$ cat src/rtl/cpu_defs.sv
// Definitions shared by the fetch unit and the ControlUnit:
// opcodes, instruction geometry and fetch FSM encoding.
package cpu_defs;

    localparam int DATA_W      = 8;
    localparam int INSTR_BYTES = 3;
    localparam int CW_W        = DATA_W * INSTR_BYTES;

    localparam int OPC_HI = 23;
    localparam int OPC_LO = 16;
    localparam int OP1_HI = 15;
    localparam int OP1_LO = 8;
    localparam int OP2_HI = 7;
    localparam int OP2_LO = 0;

    localparam logic [7:0] OP_NOP   = 8'h00;
    localparam logic [7:0] OP_LOAD  = 8'h01;
    localparam logic [7:0] OP_STORE = 8'h02;
    localparam logic [7:0] OP_ADD   = 8'h03;
    localparam logic [7:0] OP_JMP   = 8'h04;
    localparam logic [7:0] OP_CALL  = 8'h05;
    localparam logic [7:0] OP_RET   = 8'h06;
    localparam logic [7:0] OP_HALT  = 8'hFF;

    typedef enum logic [1:0] {
        ST_IDLE,
        ST_FETCH,
        ST_FULL,
        ST_FLUSH
    } fetch_state_t;

endpackage

$ cat src/rtl/fetch_mem_if.sv
// Byte-wide read handshake: walks MAR+0..N-1, reports each
// accepted byte and drains a request abandoned by a jump.
module fetch_mem_if
    import cpu_defs::*;
#(
    parameter  int DATA_W      = 8,
    parameter  int INSTR_BYTES = 3,
    localparam int CNT_W       = $clog2(INSTR_BYTES)
) (
    input  logic              clk,
    input  logic              rst,
    input  logic              i_start,
    input  logic              i_abort,
    input  logic [DATA_W-1:0] i_mar,
    input  logic              i_mem_ack,
    output logic              o_mem_req,
    output logic [DATA_W-1:0] o_mem_addr,
    output logic              o_byte_vld,
    output logic [CNT_W-1:0]  o_slot,
    output logic              o_last
);

    logic             r_req;
    logic             r_drop;
    logic [CNT_W-1:0] r_cnt;
    logic             w_ack;
    logic             w_last_slot;

    assign w_ack       = r_req & i_mem_ack;
    assign w_last_slot = (r_cnt == CNT_W'(INSTR_BYTES - 1));
    assign o_byte_vld  = w_ack & ~r_drop & ~i_abort;
    assign o_last      = o_byte_vld & w_last_slot;
    assign o_slot      = r_cnt;
    assign o_mem_req   = r_req;
    assign o_mem_addr  = i_mar + DATA_W'(r_cnt);

    // An aborted request stays up until its ack arrives; the data is dropped.
    always_ff @(posedge clk) begin
        if (!rst) begin
            r_req  <= 1'b0;
            r_drop <= 1'b0;
            r_cnt  <= '0;
        end else if (i_start) begin
            r_req  <= 1'b1;
            r_drop <= 1'b0;
            r_cnt  <= '0;
        end else if (w_ack) begin
            r_drop <= 1'b0;
            if (r_drop || i_abort || w_last_slot)
                r_req <= 1'b0;
            else
                r_cnt <= r_cnt + 1'b1;
        end else if (i_abort && r_req) begin
            r_drop <= 1'b1;
        end
    end

endmodule

$ cat src/rtl/instr_fetch_unit.sv
// Instruction fetch: PC, MAR, 3-byte assembly buffer and IR,
// driven by the ControlUnit fetch strobes.
module instr_fetch_unit
    import cpu_defs::*;
#(
    parameter int                DATA_W      = 8,
    parameter int                INSTR_BYTES = 3,
    parameter logic [DATA_W-1:0] RESET_PC    = '0
) (
    input  logic                          clk,
    input  logic                          rst,
    input  logic [DATA_W-1:0]             PC_load,
    input  logic                          PC_en,
    input  logic                          PC_inc,
    input  logic                          MAR_load,
    input  logic                          IR_load,
    output logic [DATA_W-1:0]             mem_addr,
    output logic                          mem_req,
    input  logic                          mem_ack,
    input  logic [DATA_W-1:0]             mem_rdata,
    output logic [DATA_W*INSTR_BYTES-1:0] command_word,
    output logic                          ReadyRegFlag,
    output logic [DATA_W-1:0]             pc_out
);

    localparam int W_CW  = DATA_W * INSTR_BYTES;
    localparam int CNT_W = $clog2(INSTR_BYTES);

    fetch_state_t      r_state;
    fetch_state_t      w_state_nxt;
    logic [DATA_W-1:0] r_pc;
    logic [DATA_W-1:0] r_mar;
    logic [W_CW-1:0]   r_buf;
    logic [W_CW-1:0]   r_cw;
    logic              r_rdy;
    logic              r_inc_done;
    logic              w_start;
    logic              w_commit;
    logic              w_byte_vld;
    logic              w_last;
    logic [CNT_W-1:0]  w_slot;
    logic              w_mem_req;

    fetch_mem_if #(
        .DATA_W      (DATA_W),
        .INSTR_BYTES (INSTR_BYTES)
    ) u_mem_if (
        .clk        (clk),
        .rst        (rst),
        .i_start    (w_start),
        .i_abort    (PC_en),
        .i_mar      (r_mar),
        .i_mem_ack  (mem_ack),
        .o_mem_req  (w_mem_req),
        .o_mem_addr (mem_addr),
        .o_byte_vld (w_byte_vld),
        .o_slot     (w_slot),
        .o_last     (w_last)
    );

    always_ff @(posedge clk) begin
        if (!rst)
            r_state <= ST_IDLE;
        else
            r_state <= w_state_nxt;
    end

    always_comb begin
        w_state_nxt = r_state;
        if (PC_en) begin
            w_state_nxt = (w_mem_req && !mem_ack) ? ST_FLUSH : ST_IDLE;
        end else begin
            unique case (r_state)
                ST_IDLE:  if (MAR_load) w_state_nxt = ST_FETCH;
                ST_FETCH: if (w_last)   w_state_nxt = ST_FULL;
                ST_FULL:  if (IR_load)  w_state_nxt = ST_IDLE;
                ST_FLUSH: if (mem_ack)  w_state_nxt = ST_IDLE;
                default:                w_state_nxt = ST_IDLE;
            endcase
        end
    end

    always_comb begin
        w_start  = (r_state == ST_IDLE) & MAR_load & ~PC_en;
        w_commit = (r_state == ST_FULL) & IR_load & ~PC_en;
    end

    // inc_done allows exactly one PC step per accepted MAR_load.
    always_ff @(posedge clk) begin
        if (!rst) begin
            r_pc       <= RESET_PC;
            r_mar      <= '0;
            r_buf      <= '0;
            r_cw       <= '0;
            r_rdy      <= 1'b0;
            r_inc_done <= 1'b1;
        end else begin
            if (w_byte_vld)
                r_buf[W_CW-1-DATA_W*int'(w_slot) -: DATA_W] <= mem_rdata;
            if (PC_en) begin
                r_pc       <= PC_load;
                r_inc_done <= 1'b1;
                r_rdy      <= 1'b0;
            end else begin
                if (PC_inc && !r_inc_done) begin
                    r_pc       <= r_pc + DATA_W'(INSTR_BYTES);
                    r_inc_done <= 1'b1;
                end
                if (w_start) begin
                    r_mar      <= r_pc;
                    r_inc_done <= 1'b0;
                    r_rdy      <= 1'b0;
                end
                if (w_commit) begin
                    r_cw  <= r_buf;
                    r_rdy <= 1'b1;
                end
            end
        end
    end

    assign mem_req      = w_mem_req;
    assign command_word = r_cw;
    assign ReadyRegFlag = r_rdy;
    assign pc_out       = r_pc;

endmodule

$ cat config.mk
export PLATFORM = sky130hd
export DESIGN_NAME = instr_fetch_unit
export DESIGN_NICKNAME = d
export VERILOG_FILES = /design/src/rtl/cpu_defs.sv /design/src/rtl/fetch_mem_if.sv /design/src/rtl/instr_fetch_unit.sv
export SDC_FILE = /design/constraint.sdc
export NUM_CORES = 1
export LEC_CHECK = 0
export ABC_CLOCK_PERIOD_IN_PS = 2050
export CAP_MARGIN = 20
export CORE_MARGIN = 4
export CORE_UTILIZATION = 35
export DETAILED_ROUTE_END_ITERATION = 12
export HOLD_SLACK_MARGIN = 0.1
export SLEW_MARGIN = 0
export SYNTH_ARGS = -nofsm -noshare
export SYNTH_HDL_FRONTEND = slang
export SYNTH_SLANG_ARGS = --single-unit
$ cat constraint.sdc
create_clock -name clk -period 2.05 [get_ports clk]
set_input_delay 0.3075 -clock clk [delete_from_list [all_inputs] [get_ports clk]]
set_output_delay 0.3075 -clock clk [all_outputs]
set_load 0.02 [all_outputs]
# Word level (Yosys, flattened, before mapping)
# Cells that the tools add are included.
# totals
reg_bits	72
latch_bits	0
ramBits	0
mem_bits_ro	0
inputBits	23
out_inout_bits	42
word_cells	75
mem_count	0
# classes
n_addsub	5
mul	0
div	0
order_cmp	0
eq_ne	8
n_shift	2
muxes	17
bitwise_logic	12
reduce_logical	21
# ops
operator	count
$neg A6 Y33	1
$shift A8 B33 Y31 const A	1
$shiftx A8 B33 Y31	1
$bwmux W24	1
$mux W8	2
$mux W2	6
$reduce_bool A2 Y1	5
$ne A3 B3 Y1 const B	3
$add A8 B2 Y8	1
$add A8 B2 Y8 const B	1
$and A1 B1 Y1	8
$pmux W2 S4	1
$reduce_and A2 Y1	4
$mux W1	7
$eq A2 B2 Y1 const B	3
$sub A5 B5 Y6 const A	1
$not A1 Y1	4
$reduce_and A4 Y1	1
$reduce_or A2 Y1	2
$logic_and A1 B1 Y1	3
$ne A3 B2 Y1 const B	1
$reduce_or A3 Y1	1
$add A2 B1 Y2 const B	1
$eq A2 B1 Y1 const B	1
other kinds (3)	5

# Longest topological paths before layout
# depth
ltp_word	7
ltp_mapped	6
mapped_depth_nobuf	6

# By module
# A second synthesis with hierarchy kept.
# hier_totals
hier_cells	369
hier_area_um2	3234.4
# modules_own_cells
mod	instances	cells_per_inst	area_each_um2	seq_area_each_um2
instr_fetch_unit	1	326	2870.3	1361.3
fetch_mem_if	1	43	364.1	80.1

# Worst setup path before layout
# Ideal clock, no wire load.
# synth_path
path_type	register to register
from	register u_mem_if.r_cnt[0], in the netlist u_mem_if.o_slot[0]
to	register r_buf[16]
setup_ns	0.076
arrival_ns	1.705
t_required_ns	1.974
path_slack_ns	0.269
stages_incl_launch_ff	7
path_buffers	1
period_less_slack_ns	1.781
cell_sequence	dfxtp_1 -> inv_1 -> ha_1 -> or2_2 -> clkbuf_1 -> or3_1 -> a21boi_0
# synth_between
elab_chain_cells	4
elab_cells_between_ends	5
cone_classes	add/sub (2); shift (2); mux (1)
# synth_rtl
item	line_no	text
start: declaration	fetch_mem_if.sv:25	logic [CNT_W-1:0] r_cnt;
start signal: assignment	fetch_mem_if.sv:52	r_cnt <= r_cnt + 1'b1;
$sub A5 B5 Y6 (*)	instr_fetch_unit.sv:99	r_buf[W_CW-1-DATA_W*int'(w_slot) -: DATA_W] <= mem_rdata;
$neg A6 Y33 (*)	instr_fetch_unit.sv:99	
$shiftx A8 B33 Y31 or $shift A8 B33 Y31 (tied branches)	instr_fetch_unit.sv:99	
$bwmux W24 (*)	instr_fetch_unit.sv:99	
end signal: indexed assignment	instr_fetch_unit.sv:99	
end: declaration	instr_fetch_unit.sv:33	logic [W_CW-1:0] r_buf;
# Every way passes the cells marked *; elsewhere a longest branch is shown, timed or not.
# A chain may end at the register's enable or synchronous reset.

# Worst setup path in the final report
# layout_path
from	register r_mar[0]
to	output port mem_addr[2]
# layout_between
elab_chain_cells	1
# layout_rtl
item	line_no	text
start: declaration	instr_fetch_unit.sv:32	logic [DATA_W-1:0] r_mar;
start signal: assignment	instr_fetch_unit.sv:110	r_mar <= r_pc;
$add A8 B2 Y8	fetch_mem_if.sv:35	assign o_mem_addr = i_mar + DATA_W'(r_cnt);
end: declaration	instr_fetch_unit.sv:17	output logic [DATA_W-1:0] mem_addr,
# No other way between the ends.

==> results summary <==
The run finished with clean final reports. The fraction of power consumed by sequential logic is 0.464. The final-report max-slew violation count was 0. In the synthesized netlist the dominant register cell turns out to be dfxtp_1. The net count reported at finish is 471. The global routing usage summed across all routing layers came out at 0.148. The number of iterations in the first detailed-routing pass is 4.

The kind of capture point of the worst setup path is a primary output. After floorplanning, the core was divided into 34 placement rows. Entering global routing, the biggest net connects 71 pins. The number of input and output port buffers inserted is 64.

The cell area after placement is 0.00401 mm^2. The number of global-route vias before repair came to 2641. The switching component of the power is 0.654 mW. In this run the number of H-tree levels came out at 3.

The number of diodes is 0. The number of enable-type register cells in the synthesized netlist is 0. For this run, the top clock speed supported by timing is 495 MHz. For this run, design rule violations remaining after detail routing come to 0. The clock arrives with 0.00638 ns of skew. met2 is the most crowded layer.

Setup violations remaining at the end of the flow were counted as 0. In this run the power density over the cells is 732 mW/mm^2. The sum of buffers and inverters on the critical path came out at 2. The worst endpoint data arrival time came out at 1.71 ns. The die area is 0.0107 mm^2. The placeable core area came out at 0.00881 mm^2. The placed wire-length estimate came out at 5.24 mm. The worst setup path is launched from a flip-flop. The total clock sinks is 72. The initial antenna violation count was 0. The worst stage delay on the critical path came out at 0.40 ns. The first-pass GRT wire length is 12.6 mm. The horizontal extent of the die came out at 103 um. The async set-or-reset flop fraction in the synthesized netlist is 0. For met2 alone, demand over resource in global routing was 0.235. TritonCTS built the clock tree. Sorting the synthesized cells by how often they occur yields nand2_1 (100), dfxtp_1 (72), a21boi_0 (48), or3_1 (25), clkbuf_1 (14).

OpenSTA, run right after detailed placement, puts the worst setup slack at -0.115 ns. The clock buffer count from CTS is 9. The clock transition time at the flip-flop clock pins of the worst setup and hold paths came out at 0.07 ns. The critical path in this run is classified as reg2out. The critical register-to-register path startpoint is u_mem_if.o_slot[0]. The largest vdd supply drop came out at 0.299 mV. The routing usage on met3 came out at 0.0396. The die is 103 um tall. The number of hold violations in the final report is 0.

The number of hold buffers added after CTS was 0. The area growth from synthesis to layout is 33.9%. The mean instance size in the synthesized netlist is 8.67 um^2. Summing every instance area after synthesis gives 0.00318 mm^2. Synthesis produced a netlist with a net count of 398. dfxtp_1 takes more of the synthesized area than any other cell. The flop and latch count out of synthesis is 72.

The hold path depth came out at 2. The worst reg-to-reg path cell count came out at 6. The post-synthesis cell count is 367. For met1 alone, demand over resource in global routing was 0.192. The most common cell in the synthesized netlist is nand2_1.

The longest clock path from root to sink contains 2 buffers. The count of cell types in the netlist is 40. The share of cells above drive strength 1 came out at 0.113. The relative slew slack is 0.802. The total power is 3.12 mW. The maximum fanout encountered on the critical timing path is 3. The number of DRC markers after the initial detailed-route iteration is 87. The I/O pin total is 65. The finished cells cover 0.00426 mm^2. Sorting the synthesized cells by area gives the leading types as dfxtp_1 (45%), nand2_1 (12%), a21boi_0 (11%). The detailed-route via count is 2693. STA puts the critical path data required time at 1.74 ns. The critical path launch point is r_mar[0]. The max-cap check violation count came out at 0. Yosys printed 0 warnings. The critical path crosses 5 cells after its start point. The initial utilization of the core area, before any placement, comes to 0.361. The kind of cell with the highest combined delay on the critical path is adder cells. Setup slack on the critical path of the routed design comes to 0.0309 ns. In this run the most critical hold path is launched from r_buf[11].

The total overflow left after global routing is 0. Once detail routing completed, the nets flagged for antenna violations numbered 0. Dividing the detail-routed wire length by the instance count gives 13.5 um. The worst hold-check path type is reg2reg. The share of the Yosys chip area taken by registers is 0.453. The clock group share of total power came out at 0.460. The average via count per standard cell came out at 4.88. The fraction of synthesized cell area taken by the top area cell type came out at 0.453. The highest-delay cell along the critical path is fa_2.

At the end of routability-driven placement, the weighted congestion stood at 0.820. The net switching fraction of the power came out at 0.210. The fraction of the cycle the final worst path needs came out at 0.985. The clock insertion delay at the later pin of the skew report is 0.34 ns. The sum of routed wire length over all layers is 7.43 mm. Setup repair after global routing could not meet its margin everywhere. Traced cell by cell, the critical path runs through ha_2, fa_2, buf_4, xor2_1, clkbuf_2. The leakage power is 1.52 nW. The internal power contribution is 2.47 mW. The count of filler cells inserted in the layout is 873.

The slew at the pin closest to its max-slew limit came out at 0.296 ns. The clock tree root driver cell is clkbuf_8. The part of the total power dissipated in combinational logic is 0.076. After layout, the minimum clock period comes to 2.02 ns.
## power groups by stage
stage / Clock (mW) / Combinational, mW / Sequential (mW)
after floorplan: 0 / 0.106 / 1.49
after global placement: 0 / 0.241 / 1.48
after detailed placement: 0 / 0.240 / 1.48
after CTS: 1.48 / 0.240 / 1.45
after global routing: 1.55 / 0.261 / 1.45
final: 1.44 / 0.238 / 1.45
## layout by cell type (no fill, tap or decap), drive strengths merged, types with 2 or more instances in the layout
master         synthesis  layout
dfxtp                 72      72
buf                    6      22
and4                   2       2
o211a                  3       3
nor2b                  3       3
xnor2                  7       7
o21ai                  8       8
xor2                   5       5
nor3b                  2       2
inv                    5       5
a21oi                  6       6
ha                     7       7
nand3                  7       7
bufinv                 0       4
nand2                103     103
mux2i                  2       2
a21boi                58      58
clkdlybuf4s50          0      57
or3                   25      25
o211ai                 2       2
clkbuf                14      11
nor2                   4       4
nand2b                 9       9
and3                   2       2
## per-layer routing
metal | up-vias | part of all wire
li1 | 1386 | -
met1 | 1228 | 0.47
met5 | - | 0
met2 | 65 | 0.45
met3 | 14 | 0.060
met4 | 0 | 0.016
## worst min-delay path, stage by stage, from the launching register on
cell and delay, ns:
dfxtp_1 0.31, nand2_1 0.05, a21boi_1 0.05
## worst paths after layout
check / endpoint / slack [ns]
max reg2reg: r_buf[17] / 0.19
max: mem_addr[2] / 0.03
min: r_buf[11] / 0.45
min reg2reg: r_buf[11] / 0.45
## stage by stage
stage | utilization | cells | hold slack [ns] | setup TNS (ns)
final | 0.484 | 552 | 0.451 | 0
after global routing | 0.484 | 552 | 0.471 | -0.0466
after CTS | 0.484 | 551 | 0.453 | -0.176
after detailed placement | 0.455 | 536 | 0.445 | -0.201
after global placement | 0.455 | 536 | 0.443 | -0.140
after floorplan | - | 367 | 0.408 | 0
## registers in the layout, indices dropped and copies added (netlist names)
name                cells
u_mem_if.r_drop         1
command_word           24
r_inc_done              1
pc_out                  8
u_mem_if.o_mem_req      1
ReadyRegFlag            1
r_buf                  24
r_mar                   8
u_mem_if.o_slot         2
r_state                 2
## area by class of cell
type | count | area (um^2) | area share
clock buffer | 9 | 124 | 0.0291
clock inverter | 6 | 133 | 0.0311
inverter | 5 | 18.8 | 0.00440
multi-input combinational | 270 | 1630 | 0.383
sequential | 72 | 1440 | 0.339
tap | 108 | 135 | 0.0317
timing repair buffer | 82 | 777 | 0.182
## repair_timing
| item | 4_1_cts | 5_1_grt |
|---|---|---|
| pin swaps | 0 | 1 |
| resized for setup | 21 | 12 |
| setup endpoints to repair | 7 | 6 |
| setup buffers | 0 | 1 |
## cells by family after synthesis
group           Yosys count  share of synthesized area
flops                    72                      0.453
xor+xnor                 12                     0.0330
compound gates           86                      0.196
buf+inv                  25                     0.0377
simple gates            162                      0.240
fa+ha+maj                 8                     0.0338
mux                       2                    0.00629
Note: power is estimated with default switching activity, not from simulation.
